--- src/rtl/lcmv_argmax_classifier_if.sv ---
// Score-in / class-out stream bundle for the LCMV argmax classifier.
// The slave modport is the classifier; the master modport is its environment.
interface lcmv_argmax_classifier_if #(
    parameter int WIDTH     = 32,
    parameter int IDX_WIDTH = 4
);
    logic [WIDTH-1:0]     axis_s_data;
    logic                 axis_s_valid;
    logic                 axis_s_last;
    logic                 axis_s_ready;
    logic [IDX_WIDTH-1:0] axis_c_class;
    logic [WIDTH-1:0]     axis_c_score;
    logic                 axis_c_valid;
    logic                 axis_c_last;
    logic                 axis_c_ready;

    modport slave (
        input  axis_s_data, axis_s_valid, axis_s_last, axis_c_ready,
        output axis_s_ready, axis_c_class, axis_c_score, axis_c_valid, axis_c_last
    );

    modport master (
        output axis_s_data, axis_s_valid, axis_s_last, axis_c_ready,
        input  axis_s_ready, axis_c_class, axis_c_score, axis_c_valid, axis_c_last
    );
endinterface

--- src/rtl/lcmv_argmax_classifier.sv ---
// Per-pixel argmax over NUM_SIGNATURES binary32 scores, with a single result
// register, pixel counting, framing check and a sticky end-of-image flag.
module lcmv_argmax_classifier #(
    parameter int WIDTH          = 32,
    parameter int NUM_PIXELS     = 4096,
    parameter int NUM_SIGNATURES = 15,
    parameter int IDX_WIDTH      = $clog2(NUM_SIGNATURES)
) (
    input  logic                            clk,
    input  logic                            rst,
    lcmv_argmax_classifier_if.slave         bus,
    output logic                            framing_error,
    output logic                            finished
);
    localparam int PIX_W = (NUM_PIXELS > 1) ? $clog2(NUM_PIXELS) : 1;
    localparam logic [IDX_WIDTH-1:0] LAST_SIG = IDX_WIDTH'(NUM_SIGNATURES - 1);
    localparam logic [PIX_W-1:0]     LAST_PIX = PIX_W'(NUM_PIXELS - 1);
    localparam logic [WIDTH-1:0]     SIGN_BIT = {1'b1, {(WIDTH-1){1'b0}}};

    // Monotonic unsigned key: -0 < +0, infinities at the ends, NaN pinned to 0.
    function automatic logic [WIDTH-1:0] order_key(input logic [WIDTH-1:0] bits);
        logic is_nan;
        is_nan = (bits[30:23] == 8'hFF) && (bits[22:0] != 23'd0);
        if (is_nan)
            order_key = '0;
        else if (!bits[WIDTH-1])
            order_key = bits ^ SIGN_BIT;
        else
            order_key = ~bits;
    endfunction

    logic [IDX_WIDTH-1:0] sig_cnt_q, sig_cnt_d;
    logic [PIX_W-1:0]     pix_cnt_q, pix_cnt_d;
    logic [WIDTH-1:0]     best_key_q, best_key_d;
    logic [WIDTH-1:0]     best_bits_q, best_bits_d;
    logic [IDX_WIDTH-1:0] best_idx_q, best_idx_d;
    logic [IDX_WIDTH-1:0] res_class_q, res_class_d;
    logic [WIDTH-1:0]     res_score_q, res_score_d;
    logic                 res_valid_q, res_valid_d;
    logic                 res_last_q, res_last_d;
    logic                 framing_q, framing_d;
    logic                 finished_q, finished_d;

    logic                 s_ready;
    logic                 accept;
    logic                 handoff;
    logic                 is_final;
    logic                 take;
    logic [WIDTH-1:0]     elem_key;
    logic [WIDTH-1:0]     win_key;
    logic [WIDTH-1:0]     win_bits;
    logic [IDX_WIDTH-1:0] win_idx;

    // Strictly-greater replacement keeps the lowest index on ties.
    always_comb begin
        s_ready  = !rst && !finished_q && (!res_valid_q || bus.axis_c_ready);
        accept   = bus.axis_s_valid && s_ready;
        handoff  = res_valid_q && bus.axis_c_ready;
        is_final = (sig_cnt_q == LAST_SIG);
        elem_key = order_key(bus.axis_s_data);
        take     = (sig_cnt_q == '0) || (elem_key > best_key_q);
        win_key  = take ? elem_key         : best_key_q;
        win_bits = take ? bus.axis_s_data  : best_bits_q;
        win_idx  = take ? sig_cnt_q        : best_idx_q;
    end

    // NOTE: every next-state signal gets its hold value first, so no path can infer a latch.
    always_comb begin
        sig_cnt_d   = sig_cnt_q;
        pix_cnt_d   = pix_cnt_q;
        best_key_d  = best_key_q;
        best_bits_d = best_bits_q;
        best_idx_d  = best_idx_q;
        res_class_d = res_class_q;
        res_score_d = res_score_q;
        res_valid_d = res_valid_q;
        res_last_d  = res_last_q;
        framing_d   = 1'b0;
        finished_d  = finished_q;

        if (handoff) begin
            res_valid_d = 1'b0;
            if (res_last_q)
                finished_d = 1'b1;
        end

        if (accept) begin
            framing_d   = (bus.axis_s_last != is_final);
            best_key_d  = win_key;
            best_bits_d = win_bits;
            best_idx_d  = win_idx;
            if (is_final) begin
                // A same-cycle handoff is overridden here, keeping valid high.
                sig_cnt_d   = '0;
                res_class_d = win_idx;
                res_score_d = win_bits;
                res_valid_d = 1'b1;
                res_last_d  = (pix_cnt_q == LAST_PIX);
                pix_cnt_d   = (pix_cnt_q == LAST_PIX) ? '0 : pix_cnt_q + 1'b1;
            end else begin
                sig_cnt_d = sig_cnt_q + 1'b1;
            end
        end
    end

    // NOTE: the running-best registers are reset too, although element 0 always
    // overwrites them, so a reset mid-pixel leaves no stale state visible.
    always_ff @(posedge clk or posedge rst) begin
        if (rst) begin
            sig_cnt_q   <= '0;
            pix_cnt_q   <= '0;
            best_key_q  <= '0;
            best_bits_q <= '0;
            best_idx_q  <= '0;
            res_class_q <= '0;
            res_score_q <= '0;
            res_valid_q <= 1'b0;
            res_last_q  <= 1'b0;
            framing_q   <= 1'b0;
            finished_q  <= 1'b0;
        end else begin
            // NOTE: non-blocking assignments so every register samples pre-edge values.
            sig_cnt_q   <= sig_cnt_d;
            pix_cnt_q   <= pix_cnt_d;
            best_key_q  <= best_key_d;
            best_bits_q <= best_bits_d;
            best_idx_q  <= best_idx_d;
            res_class_q <= res_class_d;
            res_score_q <= res_score_d;
            res_valid_q <= res_valid_d;
            res_last_q  <= res_last_d;
            framing_q   <= framing_d;
            finished_q  <= finished_d;
        end
    end

    assign bus.axis_s_ready = s_ready;
    assign bus.axis_c_class = res_class_q;
    assign bus.axis_c_score = res_score_q;
    assign bus.axis_c_valid = res_valid_q;
    assign bus.axis_c_last  = res_last_q;
    assign framing_error    = framing_q;
    assign finished         = finished_q;
endmodule

--- src/flat_wrapper.sv ---
// flat-port wrapper written by rule: the top's interface ports become plain ports
module lcmv_argmax_classifier_flat 
#(
    parameter int WIDTH          = 32,
    parameter int NUM_PIXELS     = 4096,
    parameter int NUM_SIGNATURES = 15,
    parameter int IDX_WIDTH      = $clog2(NUM_SIGNATURES)
)
  (clk, rst, framing_error, finished, bus_axis_s_data, bus_axis_s_valid, bus_axis_s_last, bus_axis_c_ready, bus_axis_s_ready, bus_axis_c_class, bus_axis_c_score, bus_axis_c_valid, bus_axis_c_last);
  lcmv_argmax_classifier_if #(.WIDTH(WIDTH), .IDX_WIDTH(IDX_WIDTH)) bus_i ();
  input  logic clk;
  input  logic rst;
  output logic framing_error;
  output logic finished;
  input wire logic [$bits(bus_i.axis_s_data)-1:0] bus_axis_s_data;
  input wire logic [$bits(bus_i.axis_s_valid)-1:0] bus_axis_s_valid;
  input wire logic [$bits(bus_i.axis_s_last)-1:0] bus_axis_s_last;
  input wire logic [$bits(bus_i.axis_c_ready)-1:0] bus_axis_c_ready;
  output wire logic [$bits(bus_i.axis_s_ready)-1:0] bus_axis_s_ready;
  output wire logic [$bits(bus_i.axis_c_class)-1:0] bus_axis_c_class;
  output wire logic [$bits(bus_i.axis_c_score)-1:0] bus_axis_c_score;
  output wire logic [$bits(bus_i.axis_c_valid)-1:0] bus_axis_c_valid;
  output wire logic [$bits(bus_i.axis_c_last)-1:0] bus_axis_c_last;
  assign bus_i.axis_s_data = bus_axis_s_data;
  assign bus_i.axis_s_valid = bus_axis_s_valid;
  assign bus_i.axis_s_last = bus_axis_s_last;
  assign bus_i.axis_c_ready = bus_axis_c_ready;
  assign bus_axis_s_ready = bus_i.axis_s_ready;
  assign bus_axis_c_class = bus_i.axis_c_class;
  assign bus_axis_c_score = bus_i.axis_c_score;
  assign bus_axis_c_valid = bus_i.axis_c_valid;
  assign bus_axis_c_last = bus_i.axis_c_last;
  lcmv_argmax_classifier #(.WIDTH(WIDTH), .NUM_PIXELS(NUM_PIXELS), .NUM_SIGNATURES(NUM_SIGNATURES), .IDX_WIDTH(IDX_WIDTH)) u_core (.clk(clk), .rst(rst), .bus(bus_i), .framing_error(framing_error), .finished(finished));
endmodule
--- config.mk ---
export PLATFORM = sky130hd
export DESIGN_NAME = lcmv_argmax_classifier_flat
export DESIGN_NICKNAME = d
export VERILOG_FILES = /design/src/rtl/lcmv_argmax_classifier_if.sv /design/src/rtl/lcmv_argmax_classifier.sv /design/src/flat_wrapper.sv
export SDC_FILE = /design/constraint.sdc
export NUM_CORES = 1
export LEC_CHECK = 0
export ABC_AREA = 1
export ABC_CLOCK_PERIOD_IN_PS = 10300
export CORE_UTILIZATION = 40
export DETAILED_ROUTE_END_ITERATION = 10
export PLACE_DENSITY_LB_ADDON = 0.12
export RECOVER_POWER = 100
export REMOVE_ABC_BUFFERS = 1
export SLEW_MARGIN = 20
export SYNTH_ARGS = -nofsm -noshare
export SYNTH_HDL_FRONTEND = slang
export SYNTH_SLANG_ARGS = --single-unit
--- constraint.sdc ---
create_clock -name clk -period 10.3 [get_ports clk]
set_input_delay 2.06 -clock clk [delete_from_list [all_inputs] [get_ports clk]]
set_output_delay 2.06 -clock clk [all_outputs]
set_load 0.03 [all_outputs]
==> flow_metrics.env <==
export IMPL_drc=0
export IMPL_grt_overflow_total=0
export IMPL_ys_types=33
export IMPL_grt_pass1_vias=5526
export IMPL_synth_cell_area_um2=7280
export IMPL_antenna_found_initial=0
export IMPL_hold_end="u_core.bus.axis_c_score[4]"
export IMPL_die_area_um2=18700
export IMPL_r2r_end="u_core.best_bits_q[0]"
export IMPL_crit_required_ns=10.65
export IMPL_p_per_area_nw_per_um2=140
export IMPL_syn_inst=911
export IMPL_drive_gt1_share_pct=11.0
export IMPL_cts_root_buf="clkbuf_16"
export IMPL_grt_max_degree=115
export IMPL_die_x_um=137
export IMPL_setup_tns_ns=0
export IMPL_grt_total_usage_pct=19.8
export IMPL_finalHoldViolCount=0
export IMPL_cts_tree="built"
export IMPL_synthSimpleGateAreaFrac_pct=28.7
export IMPL_max_cap_violations=3
export IMPL_wl_met1_mm=8.61
export IMPL_p_leak_nw=4.36
export IMPL_synth_warnings=0
export IMPL_ys_seq_area_share_pct=42.6
export IMPL_io_pin_count=78
export IMPL_htreeDepth=4
export IMPL_status="finished with violations"
export IMPL_antenna_cells=0
export IMPL_finalNonFillerCells=1212
export IMPL_arrival_ns=8.47
export IMPL_cts_setup_buffers=0
export IMPL_period_needed_ns=8.12
export IMPL_synth_edf_count=0
export IMPL_most_common_layout_cells="nand2_1, inv_1, dfrtp_1, nand3_1, o21ai_2"
export IMPL_setup_viol=0
export IMPL_core_area_um2=17500
export IMPL_place_congestion=0.746
export IMPL_cp_max_fo=114
export IMPL_viasPerCell=4.77
export IMPL_cts_sinks=124
export IMPL_report_final_slew_viol_count=97
export IMPL_ant_nets=0
export IMPL_synth_xor_area_share_pct=0.482
export IMPL_violations="capacitance limit, slew limit"
export IMPL_ys_flop_type="dfrtp_1"
export IMPL_floorplan_initialDensity_pct=41.5
export IMPL_clock_path_buffers=2
export IMPL_synth_avg_cell_area_um2=7.99
export IMPL_skew_ns=0.00929
export IMPL_fmax_mhz=123
export IMPL_async_flop_share_pct=100
export IMPL_reg2reg_slack_ns=5.81
export IMPL_synth_top_family_by_area="simple AND/OR/NAND/NOR gates"
export IMPL_clk_latency_ns=0.42
export IMPL_hold_start="u_core.bus.axis_c_score[4]"
export IMPL_top_layer_used="met4"
export IMPL_synthAdderAreaFrac_pct=5.67
export IMPL_cts_made_buffers=17
export IMPL_hp_class="reg2reg"
export IMPL_vias=5785
export IMPL_ys_ff_latch=124
export IMPL_totalWireLength_mm=16.8
export IMPL_finalCritPeriodShare_pct=78.8
export IMPL_area_growth_synth_to_final_pct=16.9
export IMPL_r2r_start="u_core.best_key_q[13]"
export IMPL_dr_wl_met2_mm=7.27
export IMPL_ir_worst_vdd_mv=0.126
export IMPL_synth_compound_area_share_pct=10.8
export IMPL_layout_commonest_cell="nand2_1"
export IMPL_postCtsResizedCells=0
export IMPL_die_h_um=137
export IMPL_met3_length_um=659
export IMPL_tightest_slew_ns=3.27
export IMPL_slew_headroom_pct=-118
export IMPL_end_kind="flip-flop"
export IMPL_crit_type="in2reg"
export IMPL_wire_per_inst_um=13.8
export IMPL_std_cell_rows=48
export IMPL_n_fill_cell=1824
export IMPL_r2r_cells=14
export IMPL_fin_nets=1044
export IMPL_hold_buffers=0
export IMPL_synthMuxAreaShare_pct=0
export IMPL_drt_iter0_drc=362
export IMPL_rsz0062_at_grt="no"
export IMPL_firstDrtPassIters=5
export IMPL_clk_pin_slew_ns=0.06
export IMPL_grt_first_pass_wirelength_mm=28.4
export IMPL_dp_hpwl_mm=10.8
export IMPL_hold_depth=2
export IMPL_cp_start_kind="primary input"
export IMPL_placedCellCount=1180
export IMPL_portBuffers=77
power by group:
| part | leakage, nW | internal [mW] | switching, mW |
|---|---|---|---|
| clock | 0.266 | 0.361 | 0.233 |
| combinational | 2.41 | 0.0374 | 0.0676 |
| sequential | 1.69 | 0.487 | 0 |
| total | 4.36 | 0.886 | 0.301 |
synth_stat cells, types with 7 or more instances:
cell type,n,share of area (%)
inv_1,148,7.6
a21oi_1,26,1.8
dfrtp_1,124,43
nor2_1,24,1.2
o21ai_0,17,1.2
buf_12,7,1.9
nand3_1,111,7.6
nand2_1,228,12
o21ai_2,60,7.2
buf_2,11,0.76
ha_1,33,5.7
nand2_2,61,5.2
nand4_1,10,0.86
clkbuf_1,19,0.98
state kept, by name, summed over array words and instances, names as in the netlist:
register,flops
u_core.best_bits_q,32
u_core.best_key_q,32
u_core.bus.axis_c_score,32
u_core.pix_cnt_q,12
u_core.best_idx_q,4
u_core.bus.axis_c_class,4
u_core.sig_cnt_q,4
u_core.bus.axis_c_last,1
u_core.bus.axis_c_valid,1
u_core.finished,1
u_core.framing_error,1
how the worst max path moves through the flow:
stage | end | cells past startpoint | slack [ns] | startpoint
4_1_cts | u_core.best_key_q[12] | 24 | 3.13 | bus_axis_s_data[11]
2_1_floorplan | u_core.pix_cnt_q[11] | 8 | 2.94 | rst
6_report | u_core.best_bits_q[0] | 24 | 2.18 | bus_axis_s_data[8]
3_5_place_dp | u_core.best_bits_q[2] | 24 | 2.70 | bus_axis_s_data[11]
3_3_place_gp | u_core.best_bits_q[0] | 24 | 2.76 | bus_axis_s_data[11]
5_1_grt | u_core.best_bits_q[9] | 24 | 1.61 | bus_axis_s_data[8]
layer usage:
metal  vias to the layer above  global-route usage [%]
li1                       3000                       -
met1                      2659                    28.2
met2                       110                    30.3
met3                        16                    3.44
met4                         0                    6.59
met5                         -                       0
logic make-up (layout without fill, tap and decap cells):
kind of cell,after synthesis,in the layout
AO/OA/AOI/OAI,110,110
adder cells (fa/ha/maj),33,33
buffers and inverters,190,266
flip-flops,124,124
XOR/XNOR,4,4
AND/OR/NAND/NOR,450,450
critical path, stage by stage:
cell,delay [ns]
dlygate4sd3_1,0.57
inv_1,0.14
nand3_1,0.10
nor3_1,0.36
nand4_1,0.13
nand2_1,0.49
buf_4,0.35
nand2_1,0.13
o21ai_0,0.27
ha_1,0.28
nand2_1,0.07
nor2_2,0.04
nand2_1,0.11
nor2_1,0.05
nand2_1,0.06
o21ai_0,0.07
nor2_1,0.12
nand2_2,0.07
nand2_1,1.13
nand2_8,0.46
nand2_8,0.74
buf_4,0.40
nand2_1,0.10
o21ai_2,0.06
stage by stage:
step | setup WS [ns] | power (mW) | hold WS [ns] | instance area (um^2) | utilization [%]
6_report | 2.18 | 1.19 | 0.471 | 8510 | 48.5
3_5_place_dp | 2.70 | 0.603 | 0.462 | 8100 | 46.2
5_1_grt | 1.61 | 1.24 | 0.488 | 8510 | 48.5
2_1_floorplan | 2.94 | 0.562 | 0.443 | 6980 | -
3_3_place_gp | 2.76 | 0.603 | 0.456 | 8100 | 46.2
4_1_cts | 3.13 | 1.20 | 0.477 | 8690 | 49.5
cell type report:
class | count | area (um^2) | share of cell area, %
Multi-Input combinational cell | 597 | 3150 | 37.1
Sequential cell | 124 | 3100 | 36.5
Timing Repair Buffer | 84 | 820 | 9.63
Inverter | 150 | 566 | 6.65
Clock buffer | 18 | 439 | 5.16
Tap cell | 225 | 282 | 3.31
Clock inverter | 14 | 145 | 1.71
Power figures use the tool's default switching activity.
